### src/rtl/rv_regbank_sequencer.sv
// Multi-cycle RISC-V control core: fetch FSM, register bank, and execute/write-back
// sequencing around an external execute unit.
module rv_regbank_sequencer #(
  parameter int unsigned XLEN     = 32,
  parameter int unsigned NREGS    = 32,
  parameter int unsigned ADDR_W   = 8,
  parameter int unsigned RESET_PC = 0
) (
  input  logic              clk_i,
  input  logic              rst_i,
  output logic              imem_req_o,
  output logic [ADDR_W-1:0] imem_addr_o,
  input  logic              imem_ack_i,
  input  logic [31:0]       imem_rdata_i,
  output logic [31:0]       instr_o,
  output logic [ADDR_W-1:0] pc_o,
  output logic [XLEN-1:0]   rs1_val_o,
  output logic [XLEN-1:0]   rs2_val_o,
  output logic              ex_valid_o,
  input  logic              ex_ready_i,
  input  logic              ex_wb_en_i,
  input  logic [XLEN-1:0]   ex_wb_data_i,
  input  logic              ex_pc_load_i,
  input  logic [ADDR_W-1:0] ex_pc_target_i,
  input  logic              resume_i,
  output logic              halted_o,
  output logic [2:0]        state_o,
  input  logic [4:0]        dbg_addr_i,
  output logic [XLEN-1:0]   dbg_data_o
);

  localparam int unsigned IDX_W     = $clog2(NREGS);
  localparam logic [31:0] NOP       = 32'h0000_0033;
  localparam logic [6:0]  OP_SYSTEM = 7'b1110011;

  typedef enum logic [2:0] {
    ST_FETCH = 3'd0,
    ST_REGS  = 3'd1,
    ST_EXEC  = 3'd2,
    ST_HALT  = 3'd3
  } state_e;

  state_e              state_q, state_d;
  logic [ADDR_W-1:0]   pc_q, pc_d;
  logic [31:0]         instr_q, instr_d;
  logic [XLEN-1:0]     rs1_q, rs1_d, rs2_q, rs2_d, dbg_q;
  logic                req_q, req_d, ex_valid_q, ex_valid_d, halted_q, halted_d;
  logic                wb_en_c;
  logic [4:0]          rd_c;
  logic [XLEN-1:0]     rf_q [NREGS];

  // x0 and indices beyond the implemented bank read as zero
  function automatic logic [XLEN-1:0] rf_read(input logic [XLEN-1:0] rf [NREGS],
                                              input logic [4:0] idx);
    if (idx == 5'd0 || 32'(idx) >= NREGS) return '0;
    return rf[idx[IDX_W-1:0]];
  endfunction

  assign rd_c = instr_q[11:7];

  always_comb begin
    state_d  = state_q;
    pc_d     = pc_q;
    instr_d  = instr_q;
    rs1_d    = rs1_q;
    rs2_d    = rs2_q;
    wb_en_c  = 1'b0;
    case (state_q)
      ST_FETCH: begin
        if (req_q && imem_ack_i) begin
          instr_d = imem_rdata_i;
          state_d = ST_REGS;
        end
      end
      ST_REGS: begin
        rs1_d   = rf_read(rf_q, instr_q[19:15]);
        rs2_d   = rf_read(rf_q, instr_q[24:20]);
        state_d = ST_EXEC;
      end
      ST_EXEC: begin
        if (ex_valid_q && ex_ready_i) begin
          if (instr_q[6:0] == OP_SYSTEM) begin
            state_d = ST_HALT;
          end else begin
            wb_en_c = ex_wb_en_i && (rd_c != 5'd0) && (32'(rd_c) < NREGS);
            pc_d    = ex_pc_load_i ? ex_pc_target_i : pc_q + ADDR_W'(1);
            state_d = ST_FETCH;
          end
        end
      end
      ST_HALT: begin
        if (resume_i) begin
          pc_d    = pc_q + ADDR_W'(1);
          state_d = ST_FETCH;
        end
      end
      default: state_d = ST_FETCH;
    endcase
    // request rises one cycle after entering FETCH and drops on the accepting edge
    req_d      = (state_q == ST_FETCH) && (state_d == ST_FETCH);
    ex_valid_d = (state_d == ST_EXEC);
    halted_d   = (state_d == ST_HALT);
  end

  always_ff @(posedge clk_i or posedge rst_i) begin
    if (rst_i) begin
      state_q    <= ST_FETCH;
      pc_q       <= ADDR_W'(RESET_PC);
      instr_q    <= NOP;
      rs1_q      <= '0;
      rs2_q      <= '0;
      dbg_q      <= '0;
      req_q      <= 1'b0;
      ex_valid_q <= 1'b0;
      halted_q   <= 1'b0;
      for (int i = 0; i < int'(NREGS); i++) rf_q[i] <= '0;
    end else begin
      state_q    <= state_d;
      pc_q       <= pc_d;
      instr_q    <= instr_d;
      rs1_q      <= rs1_d;
      rs2_q      <= rs2_d;
      dbg_q      <= rf_read(rf_q, dbg_addr_i);
      req_q      <= req_d;
      ex_valid_q <= ex_valid_d;
      halted_q   <= halted_d;
      if (wb_en_c) rf_q[rd_c[IDX_W-1:0]] <= ex_wb_data_i;
    end
  end

  assign imem_req_o  = req_q;
  assign imem_addr_o = pc_q;
  assign pc_o        = pc_q;
  assign instr_o     = instr_q;
  assign rs1_val_o   = rs1_q;
  assign rs2_val_o   = rs2_q;
  assign ex_valid_o  = ex_valid_q;
  assign halted_o    = halted_q;
  assign state_o     = 3'(state_q);
  assign dbg_data_o  = dbg_q;

endmodule
### config.mk
export PLATFORM = sky130hd
export DESIGN_NAME = rv_regbank_sequencer
export DESIGN_NICKNAME = d
export VERILOG_FILES = /design/src/rtl/rv_regbank_sequencer.sv
export SDC_FILE = /design/constraint.sdc
export NUM_CORES = 2
export LEC_CHECK = 0
export ABC_CLOCK_PERIOD_IN_PS = 56500
export CAP_MARGIN = 20
export CORE_MARGIN = 5
export CORE_UTILIZATION = 55
export DETAILED_ROUTE_END_ITERATION = 10
export GPL_TIMING_DRIVEN = 0
export PLACE_DENSITY = 0.82
export SLEW_MARGIN = 20
export SYNTH_ARGS = -nofsm -noshare
export SYNTH_HDL_FRONTEND = slang
export SYNTH_SLANG_ARGS = --single-unit
### constraint.sdc
create_clock -name clk_i -period 56.5 [get_ports clk_i]
set_clock_uncertainty 0.1 [all_clocks]
set_input_delay 16.95 -clock clk_i [delete_from_list [all_inputs] [get_ports clk_i]]
set_output_delay 16.95 -clock clk_i [all_outputs]
set_load 0.005 [all_outputs]
==> run_results.csv <==
group,metric,value,unit
status,run_status,"finished with violations",
cells_and_area,fillerInstances,8871,
cells_and_area,multiInputGateArea,36260,um^2
place,dpl.hpwl,177.2,mm
clocking,h_tree_depth_reported_by_cts,4,
clocking,cts_tree,"built",
route,detail_route.iter0.violations,8890,
yosys,synthDistinctLibCells,64,
route,route.detailed.wl_per_inst,39.86,um
timing,transition_time_at_the_pin_with_the_least_slew_margin,1.426,ns
yosys,synthCells,4581,
die,initial_utilization,0.5515,
yosys,yosysTopAreaCellShare,0.4276,
critical_path,cp.arrival,20.50,ns
timing,setup_repair_after_global_routing_missed_its_margin,"no",
place,post_dp_cell_area,72740,um^2
die,ios,234,
clocking,cts_buffers,132,
critical_path,worstPathBufferInverterCount,3,
yosys,synthesis.yosys.warnings,0,
critical_path,critical_path_required,57.07,ns
die,area_enclosed_by_the_die_boundary,130800,um^2
place,placed_cells_incl_taps,6461,
place,portBuffers,228,
global_route,grt.overflow.total,0,
critical_path,cpLargestDelayFamily,"buffers and inverters",
die,rows,129,
cells_and_area,stdcell_count,6713,
route,drt_drc_violations_left,15,
critical_path,critical_path.max_fanout,10,
critical_path,setup.worst_path.class,"in -> reg",
status,failed_checks,"DRC",
timing,max_slew_margin,0.04901,
global_route,wire_length_of_the_first_global_routing_pass,378.2,mm
timing,report.final.slew_viol_count,0,
power,totalPowerFinal,2514,uW
critical_path,worstPathCellList,"clkbuf_1, clkbuf_1, buf_1, mux4_2, mux4_2, a21o_1",
place,globalplace.congestion,1.035,
yosys,synthesis.area,68010,um^2
clocking,ctsResizeCount,0,
yosys,part_of_the_yosys_area_used_for_sequential_elements,0.4291,
min_path,holdCritPathClass,"reg -> reg",
clocking,cts_hold_buffers,0,
clocking,clockRootBuffer,"sky130_fd_sc_hd__clkbuf_16",
die,die_height,361.6,um
place,pre_cts_ws,36.05,ns
critical_path,startpoint_type,"primary input",
yosys,number_of_enable_type_register_cells_in_the_synthesized_netlist,0,
timing,maxClockFrequency,50.16,MHz
die,die_w,361.6,um
job,timing.max_cap.violations,0,
clocking,post_cts_buffers,0,
yosys,netlist.top_cell.by_area,"sky130_fd_sc_hd__dfrtp_1",
timing,report.final.setup_viol,0,
cells_and_area,area_delta_synth_final,13.78,%
timing,final-hold-violation-count,0,
cells_and_area,layout-drive-gt1-share,0.4973,
cells_and_area,layout.area.seq,29180,um^2
power,power_per_cell_area,32.49,nW/um^2
cells_and_area,design.final.nets,5047,
critical_path,slowest_cell_on_the_critical_path,"sky130_fd_sc_hd__buf_1",
global_route,grt_pass1_vias,52890,
yosys,synth_fp_nets,4666,
yosys,asyncSetResetFlopFracSynth,1.000,
global_route,grt.total_usage,0.4040,
clocking,clock_path_buffers,3,
cells_and_area,final_design_area_no_fill,77380,um^2
route,drtPass1Iterations,11,
route,drt-total-wl,267.6,mm
yosys,post-synth-top-count-cell,"sky130_fd_sc_hd__mux2_2",
yosys,primary_flip_flop_cell_chosen_by_synthesis_mapping,"sky130_fd_sc_hd__dfrtp_1",
yosys,synth.avg_cell_area,14.85,um^2
timing,final_critical_path_setup_slack,36.57,ns
yosys,ys_ff_latch,1166,
route,drt_via_density,7.823,
yosys,post_synth_main_area_contributors,"sky130_fd_sc_hd__dfrtp_1 (43%), sky130_fd_sc_hd__mux2_2 (22%), sky130_fd_sc_hd__mux4_2 (20%), sky130_fd_sc_hd__mux2i_1 (3.0%), sky130_fd_sc_hd__o22ai_1 (2.0%)",
timing,period_minus_slack,19.93,ns
power,power.leakage,0.03536,uW
timing,timing.final.crit_share,0.3528,
clocking,clock-sinks,1166,
critical_path,worst_path_largest_cell_delay,1.03,ns
yosys,post_synth_most_frequent_cells,"sky130_fd_sc_hd__mux2_2 (1329), sky130_fd_sc_hd__dfrtp_1 (1162), sky130_fd_sc_hd__mux4_2 (612)",
route,route.antenna.remaining_nets,0,
route,dr_total_vias,52510,
global_route,grt_antenna_before_repair,13,
clocking,clock_insertion_delay_worst_skew,0.79,ns
die,placeableCoreArea,123300,um^2
critical_path,endpoint_kind,"register",
power,peakVddDrop,0.00004966,V
clocking,clk_pin_slew,0.06,ns
global_route,grt_start_max_net_pins,107,
worst register-to-register path, cell delays in order (launching register included):
cell	delay, ns
sky130_fd_sc_hd__dfrtp_1	0.63
sky130_fd_sc_hd__clkbuf_1	0.82
sky130_fd_sc_hd__nand4bb_1	0.34
sky130_fd_sc_hd__buf_1	0.92
sky130_fd_sc_hd__o22ai_1	0.23
sky130_fd_sc_hd__a2111oi_0	0.97
sky130_fd_sc_hd__a22o_1	0.24
layout by cell type (no fill, tap or decap), types with 6 or more instances in the layout:
| master | instances |
|---|---|
| sky130_fd_sc_hd__buf_6 | 15 |
| sky130_fd_sc_hd__nand3_1 | 8 |
| sky130_fd_sc_hd__clkbuf_1 | 229 |
| sky130_fd_sc_hd__clkdlybuf4s50_1 | 228 |
| sky130_fd_sc_hd__mux2i_1 | 203 |
| sky130_fd_sc_hd__nand2b_1 | 6 |
| sky130_fd_sc_hd__dfrtp_1 | 1162 |
| sky130_fd_sc_hd__buf_1 | 51 |
| sky130_fd_sc_hd__clkbuf_16 | 136 |
| sky130_fd_sc_hd__nor3_4 | 10 |
| sky130_fd_sc_hd__a21oi_1 | 7 |
| sky130_fd_sc_hd__nand2_1 | 9 |
| sky130_fd_sc_hd__buf_2 | 188 |
| sky130_fd_sc_hd__clkinv_2 | 25 |
| sky130_fd_sc_hd__mux2_2 | 1329 |
| sky130_fd_sc_hd__clkbuf_8 | 27 |
| sky130_fd_sc_hd__o22ai_1 | 216 |
| sky130_fd_sc_hd__bufinv_16 | 13 |
| sky130_fd_sc_hd__mux4_2 | 612 |
| sky130_fd_sc_hd__a2bb2oi_1 | 8 |
| sky130_fd_sc_hd__a211oi_1 | 66 |
| sky130_fd_sc_hd__buf_4 | 62 |
| sky130_fd_sc_hd__nor2b_1 | 12 |
| sky130_fd_sc_hd__nor2_1 | 85 |
| sky130_fd_sc_hd__a2111oi_0 | 61 |
| sky130_fd_sc_hd__a22o_1 | 60 |
| sky130_fd_sc_hd__mux2_1 | 31 |
| sky130_fd_sc_hd__buf_16 | 12 |
| sky130_fd_sc_hd__mux2_4 | 30 |
| sky130_fd_sc_hd__a21o_1 | 34 |
| sky130_fd_sc_hd__diode_2 | 9 |
| sky130_fd_sc_hd__clkbuf_2 | 26 |
registers in the layout, indices dropped and copies added, names as in the netlist:
signal / count
rs2_val_o: 32
ex_valid_o: 1
halted_o: 1
instr_o: 32
dbg_data_o: 32
imem_addr_o: 8
imem_req_o: 1
state_o: 3
rs1_val_o: 32
rf_q: 1024
kinds of logic (layout without fill, tap and decap cells):
logic type | Yosys count | after routing | synth area share
AOI/OAI and AO/OA | 483 | 483 | 0.05216
DFF | 1166 | 1166 | 0.4291
buffers and inverters | 543 | 1029 | 0.03777
and+or+nand+nor | 182 | 182 | 0.01632
adders and majority gates | 1 | 1 | 0.0001840
muxes | 2205 | 2205 | 0.4644
other | 1 | 10 | 0.00005514
path summary, 6_finish.rpt:
kind / endpoint / cells past startpoint / from / slack, ns
worst min register to register: rf_q[1007]$_DFFE_PP0P_ / 1 / rf_q[1007]$_DFFE_PP0P_ / 0.40
worst max register to register: rs2_val_o[29]$_DFFE_PP0P_ / 6 / instr_o[24]$_DFFE_PP0P_ / 52.17
worst min-delay path: rf_q[1007]$_DFFE_PP0P_ / 1 / rf_q[1007]$_DFFE_PP0P_ / 0.40
worst max-delay path: dbg_data_o[4]$_DFF_PP0_ / 6 / dbg_addr_i[1] / 36.57
max in group asynchronous: rf_q[429]$_DFFE_PP0P_ / 7 / rst_i / 37.11
min in group asynchronous: rf_q[763]$_DFFE_PP0P_ / 2 / rst_i / 16.53
layout make-up:
type / count / area share
Clock buffer: 186 / 0.04990
Clock inverter: 53 / 0.008926
Timing Repair Buffer: 247 / 0.03483
Multi-Input combinational cell: 2872 / 0.4686
Tap cell: 1637 / 0.02647
Sequential cell: 1166 / 0.3772
Antenna cell: 9 / 0.0002911
Inverter: 1 / 0.0001455
Buffer: 542 / 0.03363
metal layers:
metal  global-route usage  up-vias  share of wire
met4               0.2914       22          0.094
met1               0.4845    26590           0.33
li1                     -    18880              -
met2               0.5472     5416           0.41
met3               0.2201     1602           0.17
met5              0.03050        -         0.0019
through the flow:
| stage | hold slack (ns) | TNS (ns) | util |
|---|---|---|---|
| 3_5_place_dp | 0.3865 | 0 | 0.5899 |
| 6_report | 0.4039 | 0 | 0.6275 |
| 2_1_floorplan | 0.3580 | 0 | - |
| 5_1_grt | 0.4174 | 0 | 0.6273 |
| 4_1_cts | 0.4020 | 0 | 0.6268 |
| 3_3_place_gp | 0.3708 | -7021.63 | 0.5866 |
power breakdown:
group	internal, uW	switching (uW)	leakage, uW
clock network	538	379	0.00225
registers	867	40.4	0.0162
logic	240	448	0.0169
No activity file was read; power rests on OpenSTA's default activity.
